===== src/rtl/vga_text_pkg.sv =====
// Shared timing constants, text-grid geometry and helpers for the VGA text scanner.
package vga_text_pkg;

   localparam int H_ACTIVE = 640;
   localparam int H_FP     = 16;
   localparam int H_SYNC   = 96;
   localparam int H_BP     = 48;
   localparam int H_TOTAL  = H_ACTIVE + H_FP + H_SYNC + H_BP;

   localparam int V_ACTIVE = 480;
   localparam int V_FP     = 10;
   localparam int V_SYNC   = 2;
   localparam int V_BP     = 33;
   localparam int V_TOTAL  = V_ACTIVE + V_FP + V_SYNC + V_BP;

   localparam int COLS    = 80;
   localparam int ROWS    = 30;
   localparam int GLYPH_W = 8;
   localparam int GLYPH_H = 16;

   localparam int CNT_W        = 10;
   localparam int CHAR_ADDR_W  = 12;
   localparam int CHAR_IDX_W   = 12;
   localparam int GLYPH_ADDR_W = 16;

   typedef struct packed {
      logic active;
      logic hsync;
      logic vsync;
      logic sof;
   } vid_ctrl_t;

   // row*80 + col built from shifts: 80 = 64 + 16.
   function automatic logic [CHAR_ADDR_W-1:0] cell_addr(input logic [CNT_W-1:0] h,
                                                        input logic [CNT_W-1:0] v);
      logic [CHAR_ADDR_W-1:0] row;
      logic [CHAR_ADDR_W-1:0] col;
      row = CHAR_ADDR_W'(v >> 4);
      col = CHAR_ADDR_W'(h >> 3);
      return (row << 6) + (row << 4) + col;
   endfunction

endpackage


===== src/rtl/vga_timing_gen.sv =====
// Horizontal/vertical raster counters and the raw (unaligned) video control flags.
module vga_timing_gen #(
   parameter int H_ACTIVE = vga_text_pkg::H_ACTIVE,
   parameter int H_FP     = vga_text_pkg::H_FP,
   parameter int H_SYNC   = vga_text_pkg::H_SYNC,
   parameter int H_BP     = vga_text_pkg::H_BP,
   parameter int V_ACTIVE = vga_text_pkg::V_ACTIVE,
   parameter int V_FP     = vga_text_pkg::V_FP,
   parameter int V_SYNC   = vga_text_pkg::V_SYNC,
   parameter int V_BP     = vga_text_pkg::V_BP
) (
   input  logic                            clk,
   input  logic                            rst_n,
   input  logic                            pix_en,
   output logic [vga_text_pkg::CNT_W-1:0]  h_cnt,
   output logic [vga_text_pkg::CNT_W-1:0]  v_cnt,
   output vga_text_pkg::vid_ctrl_t         ctrl
);
   import vga_text_pkg::*;

   localparam logic [CNT_W-1:0] H_VIS    = CNT_W'(H_ACTIVE);
   localparam logic [CNT_W-1:0] HS_BEGIN = CNT_W'(H_ACTIVE + H_FP);
   localparam logic [CNT_W-1:0] HS_END   = CNT_W'(H_ACTIVE + H_FP + H_SYNC);
   localparam logic [CNT_W-1:0] H_LAST   = CNT_W'(H_ACTIVE + H_FP + H_SYNC + H_BP - 1);
   localparam logic [CNT_W-1:0] V_VIS    = CNT_W'(V_ACTIVE);
   localparam logic [CNT_W-1:0] VS_BEGIN = CNT_W'(V_ACTIVE + V_FP);
   localparam logic [CNT_W-1:0] VS_END   = CNT_W'(V_ACTIVE + V_FP + V_SYNC);
   localparam logic [CNT_W-1:0] V_LAST   = CNT_W'(V_ACTIVE + V_FP + V_SYNC + V_BP - 1);

   // The line counter steps on the same strobe that wraps the pixel counter.
   always_ff @(posedge clk) begin
      if (!rst_n) begin
         h_cnt <= '0;
         v_cnt <= '0;
      end else if (pix_en) begin
         if (h_cnt == H_LAST) begin
            h_cnt <= '0;
            v_cnt <= (v_cnt == V_LAST) ? '0 : v_cnt + 1'b1;
         end else begin
            h_cnt <= h_cnt + 1'b1;
         end
      end
   end

   always_comb begin
      ctrl        = '0;
      ctrl.active = (h_cnt < H_VIS) && (v_cnt < V_VIS);
      ctrl.hsync  = (h_cnt >= HS_BEGIN) && (h_cnt < HS_END);
      ctrl.vsync  = (v_cnt >= VS_BEGIN) && (v_cnt < VS_END);
      ctrl.sof    = (h_cnt == '0) && (v_cnt == '0);
   end

endmodule


===== src/rtl/vga_text_scanner.sv =====
// 80x30 text-mode scanner: walks the raster, fetches character and glyph rows, and
// serializes pixels with syncs delayed to match the two-read fetch pipeline.
module vga_text_scanner #(
   parameter int   H_ACTIVE = vga_text_pkg::H_ACTIVE,
   parameter int   H_FP     = vga_text_pkg::H_FP,
   parameter int   H_SYNC   = vga_text_pkg::H_SYNC,
   parameter int   H_BP     = vga_text_pkg::H_BP,
   parameter int   V_ACTIVE = vga_text_pkg::V_ACTIVE,
   parameter int   V_FP     = vga_text_pkg::V_FP,
   parameter int   V_SYNC   = vga_text_pkg::V_SYNC,
   parameter int   V_BP     = vga_text_pkg::V_BP,
   parameter logic SYNC_POL = 1'b0
) (
   input  logic                                   clk,
   input  logic                                   rst_n,
   input  logic                                   pix_en,
   output logic                                   buf_en_o,
   output logic [vga_text_pkg::CHAR_ADDR_W-1:0]   char_addr_o,
   input  logic [vga_text_pkg::CHAR_IDX_W-1:0]    char_idx_i,
   output logic [vga_text_pkg::GLYPH_ADDR_W-1:0]  glyph_addr_o,
   input  logic [vga_text_pkg::GLYPH_W-1:0]       glyph_bits_i,
   output logic                                   pixel_o,
   output logic                                   de_o,
   output logic                                   hsync_o,
   output logic                                   vsync_o,
   output logic                                   sof_o
);
   import vga_text_pkg::*;

   logic [CNT_W-1:0] h_cnt;
   logic [CNT_W-1:0] v_cnt;
   vid_ctrl_t        ctrl_s0;
   vid_ctrl_t        ctrl_s1;
   vid_ctrl_t        ctrl_s2;
   logic [3:0]       line_s1;
   logic [2:0]       col_s1;
   logic [2:0]       col_s2;

   vga_timing_gen #(
      .H_ACTIVE (H_ACTIVE), .H_FP (H_FP), .H_SYNC (H_SYNC), .H_BP (H_BP),
      .V_ACTIVE (V_ACTIVE), .V_FP (V_FP), .V_SYNC (V_SYNC), .V_BP (V_BP)
   ) u_timing (
      .clk    (clk),
      .rst_n  (rst_n),
      .pix_en (pix_en),
      .h_cnt  (h_cnt),
      .v_cnt  (v_cnt),
      .ctrl   (ctrl_s0)
   );

   assign buf_en_o     = pix_en;
   assign char_addr_o  = ctrl_s0.active ? cell_addr(h_cnt, v_cnt) : '0;
   assign glyph_addr_o = {char_idx_i, line_s1};

   // s1 lines up with char_idx_i, s2 with glyph_bits_i; the output registers are the third stage.
   always_ff @(posedge clk) begin
      if (!rst_n) begin
         ctrl_s1 <= '0;
         ctrl_s2 <= '0;
         line_s1 <= '0;
         col_s1  <= '0;
         col_s2  <= '0;
         pixel_o <= 1'b0;
         de_o    <= 1'b0;
         hsync_o <= ~SYNC_POL;
         vsync_o <= ~SYNC_POL;
         sof_o   <= 1'b0;
      end else if (pix_en) begin
         ctrl_s1 <= ctrl_s0;
         ctrl_s2 <= ctrl_s1;
         line_s1 <= v_cnt[3:0];
         col_s1  <= h_cnt[2:0];
         col_s2  <= col_s1;
         pixel_o <= glyph_bits_i[3'd7 - col_s2] & ctrl_s2.active;
         de_o    <= ctrl_s2.active;
         hsync_o <= ctrl_s2.hsync ? SYNC_POL : ~SYNC_POL;
         vsync_o <= ctrl_s2.vsync ? SYNC_POL : ~SYNC_POL;
         sof_o   <= ctrl_s2.sof;
      end
   end

endmodule


===== config.mk =====
export PLATFORM = sky130hd
export DESIGN_NAME = vga_text_scanner
export DESIGN_NICKNAME = d
export VERILOG_FILES = /design/src/rtl/vga_text_pkg.sv /design/src/rtl/vga_timing_gen.sv /design/src/rtl/vga_text_scanner.sv
export SDC_FILE = /design/constraint.sdc
export NUM_CORES = 1
export LEC_CHECK = 0
export BUFFER_PORTS_ARGS = -buffer_cell sky130_fd_sc_hd__buf_2
export CORE_MARGIN = 2
export CORE_UTILIZATION = 30
export DETAILED_ROUTE_END_ITERATION = 7
export PLACE_DENSITY = 0.56
export SYNTH_ARGS = -nofsm -noshare
export SYNTH_HDL_FRONTEND = slang
export SYNTH_SLANG_ARGS = --single-unit

===== constraint.sdc =====
create_clock -name clk -period 2.65 [get_ports clk]
set_input_delay 0 -clock clk [delete_from_list [all_inputs] [get_ports clk]]
set_output_delay 0 -clock clk [all_outputs]
set_load 0.02 [all_outputs]

# == After elaboration in Yosys (flattened, before gate mapping) ==
# Cells that the tools add are included.
# classes
n_bitwise,1
n_reduce_logical,7
n_eq_ne,2
n_lt_le_gt_ge,7
add_sub_neg,5
mux,7
# ops
cell,n
adder 10 x 1 -> 10 bit (second input constant),2
== test 10 bit (second input constant),2
logical NOT 10 bit,2
less-than comparator 10 bit (second input constant),2
less-than comparator 10 x 9 -> 1 bit (second input constant),2
two-way mux 10 bit,2
adder 12 x 10 -> 12 bit,1
adder 12 x 7 -> 12 bit,1
two-way mux 12 bit,1
greater-or-equal comparator 10 bit (second input constant),1
greater-or-equal comparator 10 x 9 -> 1 bit (second input constant),1
logical AND 1 bit,4
less-than comparator 3 x 4 -> 1 bit (second input constant),1
binary-select mux 1 bit (select 3 bit),1
two-way mux 1 bit,3
subtractor 3 bit (first input constant),1
AND reduction 2 bit,1
bitwise AND 1 bit,1
# totals
inputBits,23
reg_bits,43
output_inout_bits,34
elab_cells,47

# == Logic depth before layout (Yosys ltp) ==
# Gate-level depths: netlist (run 1).
# logic_depth
depth_word,4
mapped_depth,9
mapped_depth_nobuf,8

# == Hierarchy ==
# From an unflattened synthesis (run 1), not the netlist that was laid out.
# unflattened
hier_cells,281
hier_area_um2,2538.7
# by_module_without_submodules
mod,instances,seq_area_each_um2,area_each_um2,cells_each
vga_text_scanner,1,460.4,1466.4,158
vga_timing_gen,1,400.4,1072.3,123

# == Worst setup path after synthesis (run 1) ==
# No wires, ideal clock.
# synth_timing
path_type,reg-to-output
start,reg u_timing.v_cnt[4] in the netlist's numbering
end,out char_addr_o[10] in the netlist's numbering
path_slack_ps,158
path_buffers,1
stages_incl_launch_ff,10
required_ps,2650
arrival_ps,2492
cell_sequence,dfxtp_1 -> clkbuf_1 -> inv_1 -> fa_1 -> inv_1 -> ha_1 -> a211oi_1 -> o21bai_1 -> a21oi_1 -> mux2i_1
# synth_via
elab_chain_len,3
elab_cells_between_ends,5
classes_between,add/sub (2); order compare (1); mux (1); reduce/logical (1)
# synth_rtl
item,line,rtl
from (decl),vga_timing_gen.sv:16,"output logic [vga_text_pkg::CNT_W-1:0] v_cnt,"
from (signal assigned),vga_timing_gen.sv:38,v_cnt <= (v_cnt == V_LAST) ? '0 : v_cnt + 1'b1;
adder 12 x 10 -> 12 bit / less-than comparator 10 x 9 -> 1 bit (equally long branches),"vga_text_pkg.sv:40, vga_timing_gen.sv:47",
adder 12 x 7 -> 12 bit / logical AND 1 bit (equally long branches),"vga_text_pkg.sv:40, vga_timing_gen.sv:47",
two-way mux 12 bit (*),vga_text_scanner.sv:52,"assign char_addr_o = ctrl_s0.active ? cell_addr(h_cnt, v_cnt) : '0;"
to (decl),vga_text_scanner.sv:18,"output logic [vga_text_pkg::CHAR_ADDR_W-1:0] char_addr_o,"
# Mark *: on every way between the ends. The rest lies on a longest branch, timed or not.

# == Worst setup path in the final report (run 1) ==
# layout_timing
start,reg u_timing.v_cnt[6] in the netlist's numbering
end,out char_addr_o[10] in the netlist's numbering
# The elaborated chain is that of the path after synthesis.

==> out/qor.yml, run 1 <==
antenna_found_initial: 0
h-tree-depth: 2
slew_headroom_pct: 55.1
grt_pass1_vias: 1894
r2r_cells: 5
synth_warnings: 0
setup_slack_ps: 170
cp_max_fo: 7
cp_slowest_stage_delay_ps: 530
wirelength_um: 5210
rr_endpoint: "u_timing.v_cnt[3]"
yosysMostFrequentCell: "dfxtp_1"
routabilityCongestion: 0.812
fmax_mhz: 403
finalSetupViolCount: 0
grt_usage_pct: 11.5
maxSlewViolCount: 0
ir_drop_mv: 0.239
hp-class: "in -> out"
clock_sinks: 43
crit_path_start_kind: "register"
yosys-top-cells-area: "dfxtp_1 33%, mux2i_1 8.5%, ha_1 7.2%"
route.detailed.drc: 0
startpoint: "u_timing.v_cnt[6]"
hold_violations: 0
grt_first_pass_wirelength_um: 9050
cts_made_buffers: 5
placed_area_sq_mm: 0.00271
async_reset_ff_share_pct: 0
synth_edf_count: 0
netlist_instances: 284
setup.worst_path.end: "char_addr_o[10]"
outcome: "complete, no violations"
io_buffers: 32
start_util_pct: 31.2
drive_gt1_share_pct: 20.9
num_rows: 33
cp.arrival_ps: 2480
root_buffer: "clkbuf_8"
vias: 1942
die_w_um: 96.9
required_ps: 2650
pwr_density_cell_mw_per_mm2: 403
num_antenna_cells: 0
cpMaxStageDelayCell: "fa_1"
fin_crit_sh_pct: 93.6
tritoncts: "built"
synth_seq_area_share_pct: 33.2
drt_iter0_markers: 67
syn_avg_cell_area_sq_um: 9.12
hold_ws_ps: 0.00881
first_pass_iters: 4
cap_violations: 0
ant_nets: 0
grt_max_degree: 40
synth_area_sq_mm: 0.00259
worstSkewPairLatency_ps: 300
tightest_slew_ps: 670
end_kind: "primary output"
fin_util_pct: 34.3
crit_family: "adder cells"
globalRouteOverflowTotal: 0
synth_top_area_cell: "dfxtp_1"
dieArea_sq_mm: 0.00940
critPathMostFrequentCell: "inv_1"
areaGrowthSynthToFinish_pct: 9.85
syn_nets: 324
path_cells: "inv_1 -> fa_1 -> inv_1 -> ha_4 -> a211oi_2 -> o21bai_1 -> a21oi_2 -> mux2i_1 -> buf_4"
coreArea_sq_mm: 0.00830
hpwlAfterDp_um: 3660
worst_setup_hold_path_clk_slew_ps: 80
path_class: "reg -> out"
clk_path_buf_depth: 2
yosys.area.top_type_share_pct: 33.2
postCtsHoldBufs: 0
path_depth: 9
synth_common_cells: "43 x dfxtp_1, 23 x nor2b_1, 22 x mux2i_1"
finalClockSkew_ps: 5.69
ys_ff_latch: 43
ys.flop_type: "dfxtp_1"
wl_per_cell_um: 13.0
finalNetCount: 336
ys_types: 53
crit_buf_inv: 3
io_pins: 57
dp_slack_ps: 187
p_leak_uw: 0.00118
r2r-start: "u_timing.h_cnt[1]"
routed_via_density: 4.83
final_area_sq_mm: 0.00285
min_period_ps: 2480
dieHeight_um: 96.9
reg2reg_slack_ps: 650
==> metrics by stage <==
step / TNS, ps / total power, uW / cells
after floorplan: 0 / 754 / 284
after global placement: 0 / 745 / 392
after detailed placement: 0 / 746 / 392
after CTS: 0 / 1170 / 400
after global routing: -0.408 / 1200 / 402
final: 0 / 1150 / 402
==> state kept, by name, summed over array words and instances (netlist names), 3 cells and up <==
name            flops
u_timing.h_cnt     10
ctrl_s2             4
col_s1              3
u_timing.v_cnt     10
line_s1             4
ctrl_s1             4
col_s2              3
==> worst min-delay path by stage <==
stage,start,endpoint,slack (ps),cells past startpoint
4_1_cts,char_idx_i[11],glyph_addr_o[15],0.1,0
6_report,char_idx_i[2],glyph_addr_o[6],0.009,0
3_5_place_dp,char_idx_i[11],glyph_addr_o[15],0.1,0
3_3_place_gp,char_idx_i[11],glyph_addr_o[15],0.1,0
5_1_grt,char_idx_i[7],glyph_addr_o[11],0.03,0
2_1_floorplan,pix_en,buf_en_o,110,1
==> layout by cell type (no fill, tap or decap), drive strengths merged, types with 3 or more instances in the layout <==
cell type  instances
mux2i             22
dfxtp             43
or3                3
nor2b             23
o21ai             11
a21boi             3
nand4              7
inv               14
xor2               3
nand2             14
nor3               6
nand3             11
nor2              15
clkbuf             5
xnor2              8
buf               36
ha                15
nor4               8
and2               9
o21a               4
and3               3
a21oi              3
a211oi             4
==> timing repair <==
| item | in CTS | in global routing |
|---|---|---|
| resized for setup | 4 | 5 |
| endpoints found under the setup margin | 1 | 2 |
| hold endpoints to repair | 0 | 0 |
| buffers inserted | 0 | 2 |
| pin swaps | 0 | 4 |
| cloned | 0 | 0 |
==> kinds of logic after synthesis <==
group | share of synthesized area [%]
flip-flops | 33.2
AO/OA/AOI/OAI | 8.60
multiplexers | 10.2
XOR/XNOR | 3.72
adder cells (fa/ha/maj) | 8.79
buffers and inverters | 9.32
AND/OR/NAND/NOR | 26.1
==> final cells by class <==
| type | instances | area [sq um] |
|---|---|---|
| Tap cell | 105 | 131 |
| Timing Repair Buffer | 36 | 193 |
| Clock buffer | 5 | 68.8 |
| Inverter | 14 | 52.6 |
| Sequential cell | 43 | 868 |
| Fill cell | 869 | 5450 |
| Multi-Input combinational cell | 196 | 1510 |
| Clock inverter | 3 | 20.0 |
==> routing by layer <==
layer | track usage, % | up-vias | share of wire [%]
li1 | - | 998 | -
met1 | 15.1 | 889 | 49
met2 | 18.5 | 45 | 45
met3 | 2.89 | 10 | 4.3
met4 | 3.47 | 0 | 1.9
met5 | 0 | - | 0
==> power breakdown <==
part | total [uW] | switching, uW | internal [uW]
Combinational | 68.2 | 35.0 | 33.2
Sequential | 660 | 7.10 | 653
Clock | 420 | 236 | 183
(Power assumes the default switching activity.)
==> run 2, diff against run 1 <==
==> constraint.sdc (replaced) <==
create_clock -name clk -period 2.35 [get_ports clk]
set_input_delay 0 -clock clk [delete_from_list [all_inputs] [get_ports clk]]
set_output_delay 0 -clock clk [all_outputs]
set_load 0.02 [all_outputs]
==> run 2 against run 1 <==
Net effect: the flow now finishes with violations (negative setup slack); non-clock buffer count up 5; core utilization grew 1.3 points; via count is 0.72% higher; power is 32% higher; clock power is 65% higher.
==> out/qor.yml, run 2 (synthesis gave the netlist of run 1 again) <==
outcome: "complete, but fails checks"
violations: "negative setup slack"
tritoncts: "built"
ir_drop_mv: 0.377
io_buffers: 32
root_buffer: "clkbuf_8"
crit_path_start_kind: "register"
num_antenna_cells: 0
required_ps: 2350
path_class: "reg -> out"
h-tree-depth: 2
antenna_found_initial: 0
rsz0062_at_grt: "yes"
critPathMostFrequentCell: "inv_2"
ant_nets: 0
setup_slack_ps: -40.3
final_common_cell: "dfxtp_1"
cp.arrival_ps: 2390
postCtsHoldBufs: 0
crit_family: "adder cells"
layoutNonFillerInstCount: 407
maxSlewViolCount: 0
fin_setup_tns_ps: -48.2
hold_violations: 0
grt_usage_pct: 11.5
dieHeight_um: 96.9
die_w_um: 96.9
start_util_pct: 31.2
min_period_ps: 2390
globalRouteOverflowTotal: 0
fmax_mhz: 418
routed_via_density: 4.81
grt_first_pass_wirelength_um: 9110
path_cells: "inv_2 -> fa_1 -> inv_2 -> ha_4 -> a211oi_2 -> o21bai_1 -> a21oi_2 -> mux2i_2 -> buf_4"
crit_buf_inv: 3
cap_violations: 0
hp-class: "in -> out"
pwr_density_cell_mw_per_mm2: 512
drive_gt1_share_pct: 25.5
reg_top3: "u_timing.h_cnt x10, u_timing.v_cnt x10"
dieArea_sq_mm: 0.00940
wl_per_cell_um: 13.0
route.detailed.drc: 0
first_pass_iters: 4
hpwlAfterDp_um: 3720
final_cell_mix: "38 x dfxtp_1, 30 x buf_2, 22 x nor2b_1, 21 x mux2i_1, 15 x nor2_1"
fin_util_pct: 35.6
cp_max_fo: 2
dp_cells: 397
finalSetupViolCount: 2
worst_setup_hold_path_clk_slew_ps: 80
io_pins: 57
cts_made_buffers: 5
tightest_slew_ps: 622
final_area_sq_mm: 0.00295
coreArea_sq_mm: 0.00830
grt_pass1_vias: 1875
end_kind: "primary output"
slew_headroom_pct: 58.3
clk_path_buf_depth: 2
finalClockSkew_ps: 8.56
worstSkewPairLatency_ps: 300
cpMaxStageDelayCell: "fa_1"
grt_max_degree: 40
placed_area_sq_mm: 0.00275
drt_iter0_markers: 124
p_leak_uw: 0.00122
vias: 1956
finalNetCount: 341
num_rows: 33
fin_crit_sh_pct: 102
fillerInstances: 852
cp_slowest_stage_delay_ps: 570
dp_slack_ps: 42.5
routabilityCongestion: 0.832
wirelength_um: 5280
clock_sinks: 43
areaGrowthSynthToFinish_pct: 14.0
run 2: cell count changes in the layout (fill, tap and decap cells not counted), sizes merged:
cell,previous run,this run
buf,36,41
clkinvlp,2,1
bufinv,0,2
clkinv,1,0
run 2: cell type report:
cell class | instances | area, sq um | share of cell area [%]
Clock inverter | 3 | 67.6 | 2.29
Clock buffer | 5 | 68.8 | 2.33
Inverter | 14 | 52.6 | 1.78
Tap cell | 105 | 131 | 4.45
Sequential cell | 43 | 870 | 29.4
Multi-Input combinational cell | 196 | 1530 | 51.8
Timing Repair Buffer | 41 | 233 | 7.88
run 2: path summary, 6_finish.rpt:
path	slack [ps]	cells past startpoint	endpoint	from
max	-40	9	char_addr_o[10]	u_timing.v_cnt[4]
min	0.009	0	glyph_addr_o[15]	char_idx_i[11]
max reg2reg	490	6	u_timing.v_cnt[7]	u_timing.h_cnt[1]
min reg2reg	480	2	vsync_o	vsync_o
run 2: routing by layer:
| layer | share of wire, % | GRT usage, % | vias up |
|---|---|---|---|
| met5 | 0 | 0 | - |
| met4 | 0.64 | 2.60 | 0 |
| met3 | 5.2 | 2.60 | 4 |
| met2 | 46 | 18.1 | 50 |
| met1 | 48 | 16.0 | 892 |
| li1 | - | - | 1010 |
run 2: repair_timing:
action | CTS | global route
resized for setup | 13 | 8
pin swaps | 8 | 5
gates cloned | 0 | 0
setup endpoints to repair | 3 | 4
setup buffers | 2 | 0
run 2: power by group:
group          internal, uW  switching, uW
clock                   424            267
sequential              737           7.78
combinational          37.2           38.0
total                  1200            313
run 2: metrics by stage:
stage	hold WS, ps	total power (uW)
global route	0.0271	1570
floorplan	113	851
finish	0.00881	1510
global placement	0.137	839
CTS	0.137	1540
detailed placement	0.137	840
